<file path="src/rtl/fact_pkg.sv">
// Shared types and constants for the factorial control/accumulate stage.
package fact_pkg;

  typedef enum logic [1:0] {
    IDLE = 2'd0,
    LOAD = 2'd1,
    RUN  = 2'd2,
    DONE = 2'd3
  } state_t;

  localparam int DEF_SIZE  = 8;
  localparam int DEF_RES_W = 32;
  localparam int CNT_INIT  = 1;

endpackage

</file>
<file path="src/rtl/fact_ctrl_if.sv">
// Handshake, result and counter-control bundle between fact_ctrl and its neighbours.
interface fact_ctrl_if #(
  parameter int SIZE_  = fact_pkg::DEF_SIZE,
  parameter int RES_W_ = fact_pkg::DEF_RES_W
);
  logic              start_;
  logic [SIZE_-1:0]  n_;
  logic              busy_;
  logic              done_;
  logic [RES_W_-1:0] result_;
  logic              ovf_;
  logic              cnt_en_;
  logic              cnt_load_;
  logic [SIZE_-1:0]  cnt_d_;
  logic [SIZE_-1:0]  cnt_q_;

  modport slave (
    input  start_, n_, cnt_q_,
    output busy_, done_, result_, ovf_, cnt_en_, cnt_load_, cnt_d_
  );

  modport master (
    output start_, n_, cnt_q_,
    input  busy_, done_, result_, ovf_, cnt_en_, cnt_load_, cnt_d_
  );
endinterface

</file>
<file path="src/rtl/fact_mul.sv">
// Combinational unsigned RES_W_ x SIZE_ multiply: truncated product plus overflow flag.
module fact_mul #(
  parameter int SIZE_  = fact_pkg::DEF_SIZE,
  parameter int RES_W_ = fact_pkg::DEF_RES_W
) (
  input  logic [RES_W_-1:0] a,
  input  logic [SIZE_-1:0]  b,
  output logic [RES_W_-1:0] p,
  output logic              ovf
);
  localparam int FW = RES_W_ + SIZE_;

  logic [FW-1:0] full;

  assign full = FW'(a) * FW'(b);
  assign p    = full[RES_W_-1:0];
  assign ovf  = |full[FW-1:RES_W_];
endmodule

</file>
<file path="src/rtl/fact_ctrl.sv">
// Factorial sequencer: drives the external counter and accumulates prod *= cnt_q each RUN cycle.
module fact_ctrl
  import fact_pkg::*;
#(
  parameter int SIZE_  = DEF_SIZE,
  parameter int RES_W_ = DEF_RES_W
) (
  input  logic        clk_,
  input  logic        rst_n_,
  fact_ctrl_if.slave  bus
);
  state_t            state, state_nxt;
  logic [SIZE_-1:0]  n_reg;
  logic [RES_W_-1:0] prod;
  logic              ovf_acc;
  logic [RES_W_-1:0] result_r;
  logic              ovf_r;

  logic [RES_W_-1:0] mul_p;
  logic              mul_ovf;
  logic              last;

  fact_mul #(.SIZE_(SIZE_), .RES_W_(RES_W_)) u_mul (
    .a   (prod),
    .b   (bus.cnt_q_),
    .p   (mul_p),
    .ovf (mul_ovf)
  );

  // n=0 terminates on the first RUN cycle just like n=1, since q starts at 1.
  assign last = (bus.cnt_q_ >= n_reg);

  always_ff @(posedge clk_ or negedge rst_n_) begin
    if (!rst_n_) begin
      state    <= IDLE;
      n_reg    <= '0;
      prod     <= '0;
      ovf_acc  <= 1'b0;
      result_r <= '0;
      ovf_r    <= 1'b0;
    end else begin
      state <= state_nxt;
      case (state)
        IDLE: if (bus.start_) begin
          n_reg   <= bus.n_;
          prod    <= RES_W_'(1);
          ovf_acc <= 1'b0;
        end
        RUN: begin
          prod    <= mul_p;
          ovf_acc <= ovf_acc | mul_ovf;
          if (last) begin
            result_r <= mul_p;
            ovf_r    <= ovf_acc | mul_ovf;
          end
        end
        default: ;
      endcase
    end
  end

  always_comb begin
    state_nxt     = state;
    bus.busy_     = 1'b1;
    bus.done_     = 1'b0;
    bus.cnt_en_   = 1'b0;
    bus.cnt_load_ = 1'b0;
    case (state)
      IDLE: begin
        bus.busy_ = 1'b0;
        if (bus.start_) state_nxt = LOAD;
      end
      LOAD: begin
        bus.cnt_en_   = 1'b1;
        bus.cnt_load_ = 1'b1;
        state_nxt     = RUN;
      end
      RUN: begin
        bus.cnt_en_ = 1'b1;
        if (last) state_nxt = DONE;
      end
      DONE: begin
        bus.done_ = 1'b1;
        state_nxt = IDLE;
      end
      default: state_nxt = IDLE;
    endcase
  end

  assign bus.cnt_d_  = SIZE_'(CNT_INIT);
  assign bus.result_ = result_r;
  assign bus.ovf_    = ovf_r;
endmodule

</file>
<file path="src/flat_wrapper.sv">
// flat-port wrapper written by rule: the top's interface ports become plain ports
module fact_ctrl_flat import fact_pkg::*;
#(
  parameter int SIZE_  = DEF_SIZE,
  parameter int RES_W_ = DEF_RES_W
)
  (clk_, rst_n_, bus_start_, bus_n_, bus_cnt_q_, bus_busy_, bus_done_, bus_result_, bus_ovf_, bus_cnt_en_, bus_cnt_load_, bus_cnt_d_);
  fact_ctrl_if #(.SIZE_(SIZE_), .RES_W_(RES_W_)) bus_i ();
  input  logic clk_;
  input  logic rst_n_;
  input wire logic [$bits(bus_i.start_)-1:0] bus_start_;
  input wire logic [$bits(bus_i.n_)-1:0] bus_n_;
  input wire logic [$bits(bus_i.cnt_q_)-1:0] bus_cnt_q_;
  output wire logic [$bits(bus_i.busy_)-1:0] bus_busy_;
  output wire logic [$bits(bus_i.done_)-1:0] bus_done_;
  output wire logic [$bits(bus_i.result_)-1:0] bus_result_;
  output wire logic [$bits(bus_i.ovf_)-1:0] bus_ovf_;
  output wire logic [$bits(bus_i.cnt_en_)-1:0] bus_cnt_en_;
  output wire logic [$bits(bus_i.cnt_load_)-1:0] bus_cnt_load_;
  output wire logic [$bits(bus_i.cnt_d_)-1:0] bus_cnt_d_;
  assign bus_i.start_ = bus_start_;
  assign bus_i.n_ = bus_n_;
  assign bus_i.cnt_q_ = bus_cnt_q_;
  assign bus_busy_ = bus_i.busy_;
  assign bus_done_ = bus_i.done_;
  assign bus_result_ = bus_i.result_;
  assign bus_ovf_ = bus_i.ovf_;
  assign bus_cnt_en_ = bus_i.cnt_en_;
  assign bus_cnt_load_ = bus_i.cnt_load_;
  assign bus_cnt_d_ = bus_i.cnt_d_;
  fact_ctrl #(.SIZE_(SIZE_), .RES_W_(RES_W_)) u_core (.clk_(clk_), .rst_n_(rst_n_), .bus(bus_i));
endmodule
</file>
<file path="config.mk">
export PLATFORM = sky130hd
export DESIGN_NAME = fact_ctrl_flat
export DESIGN_NICKNAME = d
export VERILOG_FILES = /design/src/rtl/fact_pkg.sv /design/src/rtl/fact_ctrl_if.sv /design/src/rtl/fact_mul.sv /design/src/rtl/fact_ctrl.sv /design/src/flat_wrapper.sv
export SDC_FILE = /design/constraint.sdc
export NUM_CORES = 1
export LEC_CHECK = 0
export ABC_AREA = 1
export ABC_CLOCK_PERIOD_IN_PS = 4000
export CORE_MARGIN = 5
export CORE_UTILIZATION = 39
export CTS_CLUSTER_DIAMETER = 80
export DETAILED_ROUTE_END_ITERATION = 6
export PLACE_DENSITY = 0.65
export REMOVE_ABC_BUFFERS = 1
export SYNTH_ARGS = -nofsm -noshare
export SYNTH_HDL_FRONTEND = slang
export SYNTH_SLANG_ARGS = --single-unit
</file>
<file path="constraint.sdc">
create_clock -name clk_ -period 4 [get_ports clk_]
set_clock_uncertainty 0.1 [all_clocks]
set_input_delay 0.8 -clock clk_ [delete_from_list [all_inputs] [get_ports clk_]]
set_output_delay 0.8 -clock clk_ [all_outputs]
set_load 0.005 [all_outputs]
</file>
==> impl_metrics.tcl <==
set metrics [dict create \
    worstHoldStart "u_core.bus.result_[30]" \
    setup_viol 52 \
    nets 2162 \
    path_max_fanout 6 \
    syn_area_um2 12000 \
    grt_pass1_wl_um 64100 \
    clock.fmax_ghz 0.203 \
    hold_depth 2 \
    fin_setup_tns_ns -34.00 \
    r2r_start "u_core.prod[6]" \
    path_class "primary input to register" \
    routed-wl-met2_um 20500 \
    gr-total-overflow 0 \
    setup.worst_path.start_class "primary input" \
    cap_violations 0 \
    cts_tree "yes" \
    diodes 0 \
    cp.arrival_ns 5.04 \
    hold_class "register to register" \
    dp_hpwl_um 26000 \
    clk_pin_slew_worst_paths_ns 0.07 \
    routed_via_density 4.98 \
    relSlewSlack_pct 27.8 \
    post_dp_cell_area_um2 14100 \
    initial_utilization_pct 39.4 \
    drt_iter0_drc 781 \
    portBuffers 55 \
    r2r_slack_ns -0.73 \
    avgRoutedWirePerCell_um 18.6 \
    clock_latency_ns 0.36 \
    io_pins 64 \
    ys_warn_count 0 \
    h-tree-depth 3 \
    status "finished with violations" \
    grt_setup_unrepaired "true" \
    setup_ws_ns -0.925 \
    via_count 11400 \
    ant_nets 0 \
    rows 64 \
    die_h_um 185 \
    grt_pass1_vias 12000 \
    synth_seq_area_share_pct 15.9 \
    totalWireLength_um 42500 \
    period_minus_slack_ns 4.93 \
    hold_viol_final 0 \
    cts.sinks 76 \
    worst_setup_path_end_kind "register" \
    grt_max_degree 77 \
    reg2regPathDepth 18 \
    cts_max_path_buffers 2 \
    worst_pin_slew_ns 1.08 \
    required_ns 4.11 \
    dieWidth_um 185 \
    synth_async_sr_flop_share_pct 100 \
    dr_wl_met3_um 3240 \
    syn_inst 1674 \
    cts_made_buffers 9 \
    violations "negative setup slack" \
    ys_seq_elements 76 \
    dr.pass1.iters 6 \
    timing.rr.end "u_core.prod[24]" \
    top_layer_used "met4" \
    syn_area_per_cell_um2 7.16 \
    die-area_um2 34300 \
    synth_edf_count 0 \
    grt_usage_pct 24.1 \
    antenna_found_initial 0 \
    place_inst 2215 \
    fin_cells 2292 \
    drive_gt1_share_pct 30.4 \
    period_share_pct 123 \
    synth_flop_cell "dfrtp_1" \
    core_area_um2 30400 \
    area_delta_synth_final_pct 44.1 \
    place.gp.congestion 0.918 \
    whs_endpoint "u_core.bus.result_[30]" \
    finalMaxSlewViolations 0 \
    drc 0 \
    ctsHoldBuffers 0 \
    cts_root_buffer "clkbuf_16" \
    pre_cts_ws_ns -1.77 \
    finalInstanceArea_um2 17300 \
    wl_met1_um 16400 \
    ys_types 39 \
]
==> repair_timing <==
action / CTS / global route
endpoints found under the setup margin: 56 / 56
pin swaps: 97 / 62
resized for setup: 385 / 193
cloned: 14 / 0
setup buffers: 32 / 30
==> worst max-delay path by stage <==
stage                  startpoint              end  slack (ns)  depth (start not counted)
finish              bus_cnt_q_[2]  u_core.prod[24]       -0.93                         21
global route        bus_cnt_q_[2]   u_core.ovf_acc       -1.04                         24
CTS                 bus_cnt_q_[2]   u_core.ovf_acc       -0.75                         28
detailed placement  bus_cnt_q_[7]   u_core.ovf_acc       -1.77                         25
global placement    bus_cnt_q_[7]   u_core.ovf_acc       -1.81                         25
floorplan           bus_cnt_q_[7]  u_core.bus.ovf_       -0.55                         22
==> cell usage in the layout (no fill, tap or decap), types with 21 or more instances in the layout <==
cell type and instances:
o21ai_0 24, ha_4 29, fa_1 169, nor2_1 35
ha_1 42, nand2_4 43, nand2_1 429, inv_2 54
clkdlybuf4s50_1 46, inv_1 403, buf_6 39, nand2_2 66
dfrtp_1 76, buf_4 153, buf_12 21, o21ai_1 35
==> per-stage QoR <==
stage | util [%] | hold WS [ns]
6_report | 56.8 | 0.387
5_1_grt | 56.8 | 0.408
4_1_cts | 54.1 | 0.389
3_5_place_dp | 46.3 | 0.371
3_3_place_gp | 46.3 | 0.365
2_1_floorplan | - | 0.349
==> logic make-up (layout without fill, tap and decap cells) <==
family          count (synthesis)  after routing  synth area share [%]
compound gates                125            125                  5.55
xor+xnor                       28             28                  2.05
fa+ha+maj                     252            252                  37.6
buf+inv                       539            755                  17.1
flops                          76             76                  15.9
mux                             1              1                0.0939
other cells                     2              8                0.0627
simple gates                  651            651                  21.7
==> cells in the mapped netlist, drive strengths merged, types with 2 or more instances <==
library cell	count	area [um2]
buf	11	71.3
nand4	5	31.3
nand3b	2	15.0
inv	460	1730
ha	72	901
o21bai	7	52.6
clkbuf	67	251
nand3	28	165
nand2	541	2050
a21oi	40	200
o21ai	68	340
xnor2	21	184
nor2	64	258
nor4	3	18.8
dfrtp	76	1900
xor2	7	61.3
a31oi	5	31.3
fa	180	3600
conb	2	7.51
nor3	4	30.0
==> cell type report <==
class / count / area, um2
fillers: 2614 / 13200
multi-input cells: 1065 / 9910
repair buffers: 278 / 2930
flip-flops and latches: 76 / 1900
inverters: 461 / 1740
well taps: 396 / 495
clock buffers: 11 / 243
clock inverters: 5 / 60.1
==> routing by layer <==
| metal | vias up | global-route usage, % |
|---|---|---|
| li1 | 5206 | - |
| met4 | 0 | 9.28 |
| met1 | 5580 | 30.4 |
| met2 | 479 | 40.9 |
| met3 | 157 | 4.77 |
| met5 | - | 0 |
==> worst max-delay path, cell delays in order <==
cell and delay, ns:
buf_12 0.12, buf_12 0.14, buf_12 0.13, nand2_1 0.07, inv_2 0.05, fa_2 0.56
fa_1 0.45, fa_1 0.52, inv_1 0.06, fa_1 0.51, inv_2 0.05, ha_4 0.30
nand2_4 0.07, buf_6 0.12, nor2_4 0.12, nand3_1 0.15, nand2_2 0.21, buf_6 0.13
a31oi_4 0.08, xor2_2 0.25, o21ai_0 0.11
Power is not shown: default switching activity piles up to over one toggle a cycle in this logic, so the estimate is an artifact.
